[config.mk]
export PLATFORM = sky130hd
export DESIGN_NAME = trig_param_bank
export DESIGN_NICKNAME = d
export VERILOG_FILES = /design/src/rtl/trig_param_bank_pkg.sv /design/src/rtl/trig_param_slot.sv /design/src/rtl/trig_param_bank.sv
export SDC_FILE = /design/constraint.sdc
export NUM_CORES = 1
export LEC_CHECK = 0
export CAP_MARGIN = 20
export CORE_AREA = 2 2 138 140
export DETAILED_ROUTE_END_ITERATION = 12
export DIE_AREA = 0 0 140 142
export PLACE_DENSITY = 0.64
export SETUP_SLACK_MARGIN = 0.3
export SLEW_MARGIN = 10
export SYNTH_ARGS = -nofsm -noshare
export SYNTH_HDL_FRONTEND = slang
export SYNTH_SLANG_ARGS = --single-unit
[constraint.sdc]
create_clock -name clk -period 1.6 [get_ports clk]
set_clock_uncertainty 0.1 [all_clocks]
set_input_delay 0.32 -clock clk [delete_from_list [all_inputs] [get_ports clk]]
set_output_delay 0.32 -clock clk [all_outputs]
set_load 0.01 [all_outputs]
[src/rtl/trig_param_bank_pkg.sv]
// trig_param_bank_pkg: shared constants, types and helpers for the parameter bank.
//   DW         - parameter word width (fixed at 32)
//   MaxNch     - largest supported channel count
//   ch_idx_t   - channel index wide enough for MaxNch channels
//   trig_bit() - extracts channel i's trigger-bit index from the packed CH_TRIG table
//   Def*       - default model reset values (IEEE-754 single)
package trig_param_bank_pkg;

  localparam int unsigned DW     = 32;
  localparam int unsigned MaxNch = 32;

  typedef logic [4:0] ch_idx_t;

  localparam logic [DW-1:0] Def80p0   = 32'h42a00000;  // 80.0
  localparam logic [DW-1:0] Def0p2356 = 32'h3e714120;  // 0.2356
  localparam logic [DW-1:0] Def0p0362 = 32'h3d144674;  // 0.0362
  localparam logic [DW-1:0] Def0p0132 = 32'h3c5844d0;  // 0.0132
  localparam logic [DW-1:0] Def1p1    = 32'h3f8ccccd;  // 1.1

  // CH_TRIG is zero-extended to MaxNch byte lanes by the caller.
  function automatic int unsigned trig_bit(input logic [MaxNch*8-1:0] ch_trig,
                                           input int unsigned i);
    return 32'(ch_trig[i*8 +: 8]);
  endfunction

endpackage

[src/rtl/trig_param_slot.sv]
// trig_param_slot: one channel of the parameter bank.
//   Macro TRIG_PARAM_BANK_COMMIT_EN selects staged (shadow/active) updates that commit on
//   the step rise; without it a write lands in the active register directly.
// Ports:
//   clk, reset  - clock and synchronous active-high reset
//   wr, wdata   - write strobe and 32-bit load word
//   rise        - step rising-edge strobe (ignored when staging is disabled)
//   active      - committed parameter value
//   pending     - shadow holds an uncommitted word
//   upd_pulse   - one-cycle pulse when active changes through a write/commit
module trig_param_slot
  import trig_param_bank_pkg::*;
#(
  parameter logic [DW-1:0] RESET_VAL = '0,
  parameter bit            HOLD      = 1'b0
) (
  input  logic          clk,
  input  logic          reset,
  input  logic          wr,
  input  logic [DW-1:0] wdata,
  input  logic          rise,
  output logic [DW-1:0] active,
  output logic          pending,
  output logic          upd_pulse
);

  logic [DW-1:0] active_q = RESET_VAL;
  logic [DW-1:0] active_d;
  logic          upd_q = 1'b0;
  logic          upd_d;

`ifdef TRIG_PARAM_BANK_COMMIT_EN
  logic [DW-1:0] shadow_q = RESET_VAL;
  logic [DW-1:0] shadow_d;
  logic          pending_q = 1'b0;
  logic          pending_d;

  // Commit reads the old shadow, so a write in the same cycle as a rise stays pending.
  always_comb begin
    shadow_d  = shadow_q;
    active_d  = active_q;
    pending_d = pending_q;
    upd_d     = 1'b0;
    if (rise && pending_q) begin
      active_d  = shadow_q;
      pending_d = 1'b0;
      upd_d     = 1'b1;
    end
    if (wr) begin
      shadow_d  = wdata;
      pending_d = 1'b1;
    end
  end

  always_ff @(posedge clk) begin
    if (reset) begin
      pending_q <= 1'b0;
      upd_q     <= 1'b0;
      if (!HOLD) begin
        shadow_q <= RESET_VAL;
        active_q <= RESET_VAL;
      end
    end else begin
      shadow_q  <= shadow_d;
      active_q  <= active_d;
      pending_q <= pending_d;
      upd_q     <= upd_d;
    end
  end

  assign pending = pending_q;
`else
  logic unused_rise;
  assign unused_rise = rise;

  always_comb begin
    active_d = wr ? wdata : active_q;
    upd_d    = wr;
  end

  always_ff @(posedge clk) begin
    if (reset) begin
      upd_q <= 1'b0;
      if (!HOLD) begin
        active_q <= RESET_VAL;
      end
    end else begin
      active_q <= active_d;
      upd_q    <= upd_d;
    end
  end

  assign pending = 1'b0;
`endif

  assign active    = active_q;
  assign upd_pulse = upd_q;

endmodule

[src/rtl/trig_param_bank.sv]
// trig_param_bank: bank of NCH 32-bit model parameters loaded from two 16-bit wire-ins on
// per-channel trigger bits, with registered readback.
//   Macro TRIG_PARAM_BANK_COMMIT_EN: stage writes in shadow registers and commit them all
//   atomically on the rising edge of step. Undefined: writes go straight to the active set.
// Ports:
//   clk, reset        - clock and synchronous active-high reset
//   trig_in           - one-cycle trigger pulses; channel i listens on bit CH_TRIG[i]
//   data_lo, data_hi  - halves of the load word {data_hi, data_lo}
//   step              - simulation-step level signal
//   params            - active values, channel i at [i*DW +: DW]
//   pending, upd_pulse- per-channel staged flag and commit pulse
//   rd_sel, rd_data   - readback select and registered active value (0 if rd_sel >= NCH)
module trig_param_bank
  import trig_param_bank_pkg::*;
#(
  parameter int unsigned       NCH        = 8,
  parameter int unsigned       TRIG_W     = 16,
  parameter logic [NCH*8-1:0]  CH_TRIG    = '0,
  parameter logic [NCH*DW-1:0] RESET_VALS = '0,
  parameter logic [NCH-1:0]    HOLD_MASK  = '0
) (
  input  logic                                   clk,
  input  logic                                   reset,
  input  logic [TRIG_W-1:0]                      trig_in,
  input  logic [15:0]                            data_lo,
  input  logic [15:0]                            data_hi,
  input  logic                                   step,
  output logic [NCH*DW-1:0]                      params,
  output logic [NCH-1:0]                         pending,
  output logic [NCH-1:0]                         upd_pulse,
  input  logic [((NCH > 1) ? $clog2(NCH) : 1)-1:0] rd_sel,
  output logic [DW-1:0]                          rd_data
);

  localparam logic [MaxNch*8-1:0] ChTrigExt = (MaxNch*8)'(CH_TRIG);

  logic [DW-1:0] wdata;
  logic          rise;
  logic [DW-1:0] active [NCH];

  assign wdata = {data_hi, data_lo};

`ifdef TRIG_PARAM_BANK_COMMIT_EN
  logic step_q;

  always_ff @(posedge clk) begin
    if (reset) begin
      step_q <= 1'b0;
    end else begin
      step_q <= step;
    end
  end

  assign rise = step & ~step_q;
`else
  logic unused_step;
  assign unused_step = step;
  assign rise        = 1'b0;
`endif

  for (genvar i = 0; i < NCH; i++) begin : g_slot
    localparam int unsigned TrigBit = trig_bit(ChTrigExt, i);

    trig_param_slot #(
      .RESET_VAL (RESET_VALS[i*DW +: DW]),
      .HOLD      (HOLD_MASK[i])
    ) u_slot (
      .clk       (clk),
      .reset     (reset),
      .wr        (trig_in[TrigBit]),
      .wdata     (wdata),
      .rise      (rise),
      .active    (active[i]),
      .pending   (pending[i]),
      .upd_pulse (upd_pulse[i])
    );

    assign params[i*DW +: DW] = active[i];
  end

  // Readback: out-of-range selects match no channel and return 0.
  ch_idx_t       sel;
  logic [DW-1:0] rd_data_d;
  logic [DW-1:0] rd_data_q;

  assign sel = ch_idx_t'(rd_sel);

  always_comb begin
    rd_data_d = '0;
    for (int i = 0; i < NCH; i++) begin
      if (sel == ch_idx_t'(i)) begin
        rd_data_d = active[i];
      end
    end
  end

  always_ff @(posedge clk) begin
    if (reset) begin
      rd_data_q <= '0;
    end else begin
      rd_data_q <= rd_data_d;
    end
  end

  assign rd_data = rd_data_q;

endmodule

==> results.py, run 1 <==
metrics = {
    "status": {
        "status": "complete, but fails checks",
        "violations": "design-rule violations",
    },
    "grt": {
        "top_usage_layer": "met2",
        "track_usage_pct": 9.37,
        "grt_max_degree": 66,
        "grt_pass1_vias": 2538,
        "antenna_found_initial": 0,
        "gr-total-overflow": 0,
        "met3_usage_pct": 3.23,
        "use_met2_pct": 17.1,
        "grt_pass1_wl_mm": 14.5,
        "use_met1_pct": 10.1,
    },
    "routing": {
        "ant_nets": 0,
        "routed-via-count": 2919,
        "routed_wirelength_mm": 10.8,
        "wl_per_cell_um": 13.0,
        "drc": 23,
        "firstDrtPassIters": 8,
        "drt-initial-drc-count": 65,
        "avgViaCountPerCell": 3.52,
    },
    "cells_and_area": {
        "postLayoutCoreUtil_pct": 35.9,
        "layout-drive-gt1-share_pct": 71.1,
        "nets": 644,
        "diodes": 0,
        "layoutNonFillerInstCount": 829,
        "fillCellCount": 1887,
        "multi_input_area_um2": 677,
        "synthToLayoutAreaGrowth_pct": 71.7,
        "regArea_mm2": 0.00142,
    },
    "floorplan": {
        "core_mm2": 0.0185,
        "start_util_pct": 20.9,
        "dieHeight_um": 142,
        "dieWidth_um": 140,
        "ioPinCount": 358,
        "row_count": 50,
        "die_area_mm2": 0.0199,
    },
    "timing": {
        "max_freq_ghz": 0.734,
        "finalSetupTns_ps": 0,
        "setup-violations-final": 0,
        "maxSlewViolCount": 0,
        "period_minus_slack_ps": 1360,
        "rsz0062_at_grt": "yes",
        "final_hold_viol_count": 0,
        "finalCritPeriodShare_pct": 85.2,
    },
    "min_path": {
        "hp-class": "in2reg",
    },
    "logic_synthesis": {
        "yosysWarnings": 0,
        "synth_area_per_cell_um2": 9.32,
        "synth_edf_count": 0,
        "synth.cell_area_mm2": 0.00386,
        "synth_top_flop_cell": "dfxtp_1",
        "synth-seq-cells": 65,
        "synth_area_leaders": "buf_4 47%, dfxtp_1 34%, mux2i_1 8.3%",
        "synthDistinctLibCells": 10,
        "yosysTopAreaCell": "buf_4",
        "yosysTopAreaCellShare_pct": 46.7,
        "synthArstFlopShare_pct": 0,
        "synth_cells": 414,
        "synth.top_cells.by_count": "240 x buf_4, 65 x dfxtp_1, 33 x nor2b_1, 32 x mux2i_1, 32 x nor2_1",
        "synth.most_common_cell": "buf_4",
        "yosysSeqAreaShare_pct": 33.7,
    },
    "power_and_ir_drop": {
        "switchingPower_mw": 1.40,
        "combPwrFrac_pct": 31.4,
        "switching_share_pct": 27.6,
        "peakVddDrop_v": 0.000425,
        "internal_power_mw": 3.67,
        "p_per_area_mw_per_mm2": 765,
        "clkPwrFrac_pct": 34.0,
        "power.share.sequential_pct": 34.6,
        "p_leak_nw": 3.36,
    },
    "critical_path": {
        "cp-start-kind": "register",
        "worstPathRequired_ps": 1180,
        "arrival_ps": 940,
        "worstSetupPathType": "reg2out",
        "crit_path_max_fanout": 5,
        "crit_path_end_kind": "primary output",
    },
    "placed_design": {
        "dp_hpwl_mm": 6.43,
        "dp.cells": 745,
        "io_buffers": 330,
        "gp_congestion": 0.648,
    },
    "clock_network": {
        "cts_max_level": 3,
        "clock_sinks": 65,
        "clockBufferDepth": 2,
        "cts_tree": "built",
        "clock_latency_ps": 330,
        "cts-buffers-inserted": 9,
        "path_clk_slew_ps": 60,
        "clockRootBuffer": "clkbuf_16",
    },
    "flow_run": {
        "maxCapViolCount": 0,
    },
}
## metal layers
| layer | part of all wire [%] | vias up |
|---|---|---|
| met5 | 0 | - |
| met4 | 1.2 | 0 |
| met2 | 53 | 181 |
| li1 | - | 1384 |
| met3 | 7.8 | 5 |
| met1 | 38 | 1349 |
## flip-flops by register name, summed over array words and instances, names as in the netlist
signal,flops
g_slot.u_slot.active,32
rd_data,32
g_slot.u_slot.upd_pulse,1
## layout by cell type, fill, tap and decap left out
cell type	n
buf_6	223
buf_2	68
clkbuf_2	40
nor2b_1	33
mux2i_1	32
nor2_1	32
clkdlybuf4s50_1	32
dfxtp_1	32
dfxtp_4	31
buf_4	25
buf_12	21
clkbuf_16	9
conb_1	8
clkinv_2	4
clkbuf_1	3
dfxtp_2	2
## critical path, cell delays in order, from the launching register on
cell and delay [ps]:
dfxtp_4 340, buf_4 140, buf_2 140
## power by group through the flow
stage | clock [mW] | sequential [mW] | combinational, mW
floorplan | 0 | 1.87 | 0.808
global placement | 0 | 1.85 | 1.29
detailed placement | 0 | 1.86 | 1.30
CTS | 1.82 | 1.77 | 1.32
global route | 1.90 | 1.76 | 1.68
finish | 1.73 | 1.75 | 1.59
## path summary, 6_finish.rpt
path                                                          startpoint                                       end  slack [ps]  depth (start not counted)
worst min register to register  g_slot[3].u_slot.active[31]$_SDFFE_PP0P_                    rd_data[31]$_SDFF_PP0_         510                          2
worst min-delay path                                               reset  g_slot[3].u_slot.active[31]$_SDFFE_PP0P_         360                          3
worst max-delay path             g_slot[3].u_slot.active[7]$_SDFFE_PP0P_                               params[103]         240                          2
worst max register to register   g_slot[3].u_slot.active[6]$_SDFFE_PP0P_   g_slot[3].u_slot.active[6]$_SDFFE_PP0P_         500                          5
## stage by stage
| step | setup WS (ps) | total power, mW | hold WS [ps] | instance area, um2 |
|---|---|---|---|---|
| after CTS | 200 | 4.91 | 346 | 6220 |
| final | 237 | 5.07 | 359 | 6630 |
| after detailed placement | 39.4 | 3.15 | 484 | 5670 |
| after global routing | 197 | 5.34 | 355 | 6630 |
| after global placement | 66.3 | 3.14 | 465 | 5670 |
| after floorplan | 529 | 2.68 | 367 | 3880 |
## area by class of cell
class	count	share of cell area (%)
clock inverter	4	0.302
tap	234	4.42
clock buffer	12	3.57
sequential	65	21.4
timing repair buffer	409	60.1
multi-input combinational	105	10.2
## timing repair
item | 4_1_cts | 5_1_grt
setup buffers | 42 | 26
hold endpoints to repair | 0 | 0
cloned | 0 | 0
hold buffers | 0 | 0
resized for setup | 1104 | 392
endpoints found under the setup margin | 296 | 296
## cell families after synthesis
| family | Yosys count | share of synthesized area [%] |
|---|---|---|
| buffers and inverters | 251 | 49.4 |
| DFF | 65 | 33.7 |
| and+or+nand+nor | 65 | 8.46 |
| muxes | 32 | 8.30 |
| other | 1 | 0.0972 |
(Power assumes the default switching activity.)
==> run 2: changes to the inputs <==
Settings changed: CORE_AREA 2 2 138 140 to 2 2 139 141, DIE_AREA 0 0 140 142 to 0 0 141 143, GPL_TIMING_DRIVEN from default to 0, PLACE_DENSITY 0.64 to 0.63.
==> run 2 against run 1 <==
Compared with the run above: the flow now finishes without violations; global-route usage increased by 3.5 points; via count increased by 30%; combinational power increased by 48%; register-to-register slack got worse by 20 ps; hold slack got worse by 130 ps; sequential power about the same; sequential cell count unchanged; non-clock buffer count increased by 247; wire length increased by 33%; final area increased by 43%; utilization increased by 15 points; largest cell class unchanged; largest power group is now clock.
==> results.py, run 2 (same netlist as run 1, synthesis figures left out) <==
metrics = {
    "status": {
        "status": "finished clean",
    },
    "routing": {
        "drc": 0,
        "firstDrtPassIters": 4,
        "ant_nets": 0,
        "drt-initial-drc-count": 55,
        "wl_per_cell_um": 13.4,
        "routed_wirelength_mm": 14.4,
        "avgViaCountPerCell": 3.54,
        "routed-via-count": 3807,
    },
    "clock_network": {
        "hold_buffers": 0,
        "cts_tree": "built",
        "clockRootBuffer": "clkbuf_16",
        "clock_latency_ps": 330,
        "cts-buffers-inserted": 9,
        "cts_max_level": 3,
        "clockBufferDepth": 2,
        "clock_sinks": 65,
        "path_clk_slew_ps": 60,
    },
    "power_and_ir_drop": {
        "switchingPower_mw": 1.61,
        "internal_power_mw": 4.89,
        "clkPwrFrac_pct": 36.5,
        "power.share.sequential_pct": 27.2,
        "peakVddDrop_v": 0.000554,
        "p_leak_nw": 4.87,
        "switching_share_pct": 24.8,
        "p_per_area_mw_per_mm2": 688,
        "combPwrFrac_pct": 36.3,
    },
    "cells_and_area": {
        "fillCellCount": 1652,
        "nets": 891,
        "mostFrequentLayoutCell": "buf_6",
        "regArea_mm2": 0.00143,
        "layoutNonFillerInstCount": 1076,
        "post-route-cell-area_mm2": 0.00946,
        "layout-drive-gt1-share_pct": 79.8,
        "postLayoutCoreUtil_pct": 50.9,
        "diodes": 0,
        "layout_common_cells": "430 x buf_6, 127 x buf_4, 35 x clkbuf_2",
        "multi_input_area_um2": 677,
        "synthToLayoutAreaGrowth_pct": 145,
    },
    "flow_run": {
        "maxCapViolCount": 0,
    },
    "floorplan": {
        "row_count": 50,
        "start_util_pct": 20.8,
        "ioPinCount": 358,
        "die_area_mm2": 0.0202,
        "dieHeight_um": 143,
        "core_mm2": 0.0186,
        "dieWidth_um": 141,
    },
    "critical_path": {
        "arrival_ps": 1060,
        "worstPathRequired_ps": 1180,
        "worstSetupPathType": "reg2out",
        "crit_path_max_fanout": 4,
        "cp-start-kind": "register",
        "crit_path_end_kind": "primary output",
    },
    "timing": {
        "final_hold_viol_count": 0,
        "worstMarginPinSlew_ps": 501,
        "setup-violations-final": 0,
        "fin_hold_ws_ps": 225,
        "max_freq_ghz": 0.677,
        "rsz0062_at_grt": "yes",
        "finalSetupTns_ps": 0,
        "maxSlewViolCount": 0,
        "finalCritPeriodShare_pct": 92.3,
        "period_minus_slack_ps": 1480,
        "max-slew-margin-rel_pct": 66.6,
    },
    "grt": {
        "gr-total-overflow": 0,
        "grt_max_degree": 12,
        "track_usage_pct": 12.8,
        "grt_pass1_vias": 3587,
        "antenna_found_initial": 0,
        "grt_pass1_wl_mm": 19.6,
    },
    "placed_design": {
        "dp_hpwl_mm": 9.12,
        "gp_congestion": 0.688,
        "io_buffers": 328,
        "dp.cells": 983,
        "postPlaceCellArea_mm2": 0.00746,
    },
    "min_path": {
        "hp-class": "in2reg",
    },
}
run 2: changes by cell type in the layout (fill, tap and decap cells not counted), sizes merged:
cell / previous run / this run
buf: 337 / 588
clkinvlp: 0 / 1
clkbuf: 52 / 48
clkinv: 4 / 0
bufinv: 0 / 3
run 2: cell type report:
cell class	count	area share [%]
well taps	234	3.09
plain buffers	251	25.6
clock buffers	12	2.82
clock inverters	4	1.03
multi-input cells	105	7.15
repair buffers	405	45.2
flip-flops and latches	65	15.1
run 2: per-stage QoR:
stage	power [mW]	setup slack, ps
CTS	6.15	95.9
floorplan	2.68	529
detailed placement	3.66	-117
global route	6.80	85.4
global placement	3.65	-131
finish	6.51	124
run 2: worst max-delay path, stage by stage, from the launching register on:
cell	delay (ps)
dfxtp_4	360
buf_6	130
buf_4	130
buf_6	110
run 2: power groups by stage:
stage	clock network [mW]	registers, mW	logic (mW)
after floorplan	0	1.87	0.808
after global placement	0	1.88	1.77
after detailed placement	0	1.88	1.78
after CTS	2.45	1.76	1.94
after global routing	2.52	1.79	2.49
final	2.38	1.77	2.36
run 2: worst paths after layout:
check	to	cells past startpoint	start	slack, ps
worst min register to register	g_slot[3].u_slot.active[6]$_SDFFE_PP0P_	2	g_slot[3].u_slot.active[6]$_SDFFE_PP0P_	450
worst min-delay path	rd_data[18]$_SDFF_PP0_	2	reset	220
worst max-delay path	params[176]	3	g_slot[3].u_slot.active[16]$_SDFFE_PP0P_	120
worst max register to register	g_slot[3].u_slot.active[30]$_SDFFE_PP0P_	5	g_slot[3].u_slot.active[30]$_SDFFE_PP0P_	480
run 2: timing repair:
item / CTS / global route
buffers inserted: 68 / 9
setup endpoints to repair: 296 / 296
pin swaps: 0 / 0
gates resized for setup: 1094 / 598
hold endpoints to repair: 0 / 0
gates cloned: 0 / 0
run 2: layer usage:
metal  GRT usage [%]  routed length (um)  vias up
met1            13.6                5270     1754
met3            4.86                1150        8
met2            23.8                7840      170
met5               0                   0        -
li1                -                   -     1875
met4            3.53                 112        0
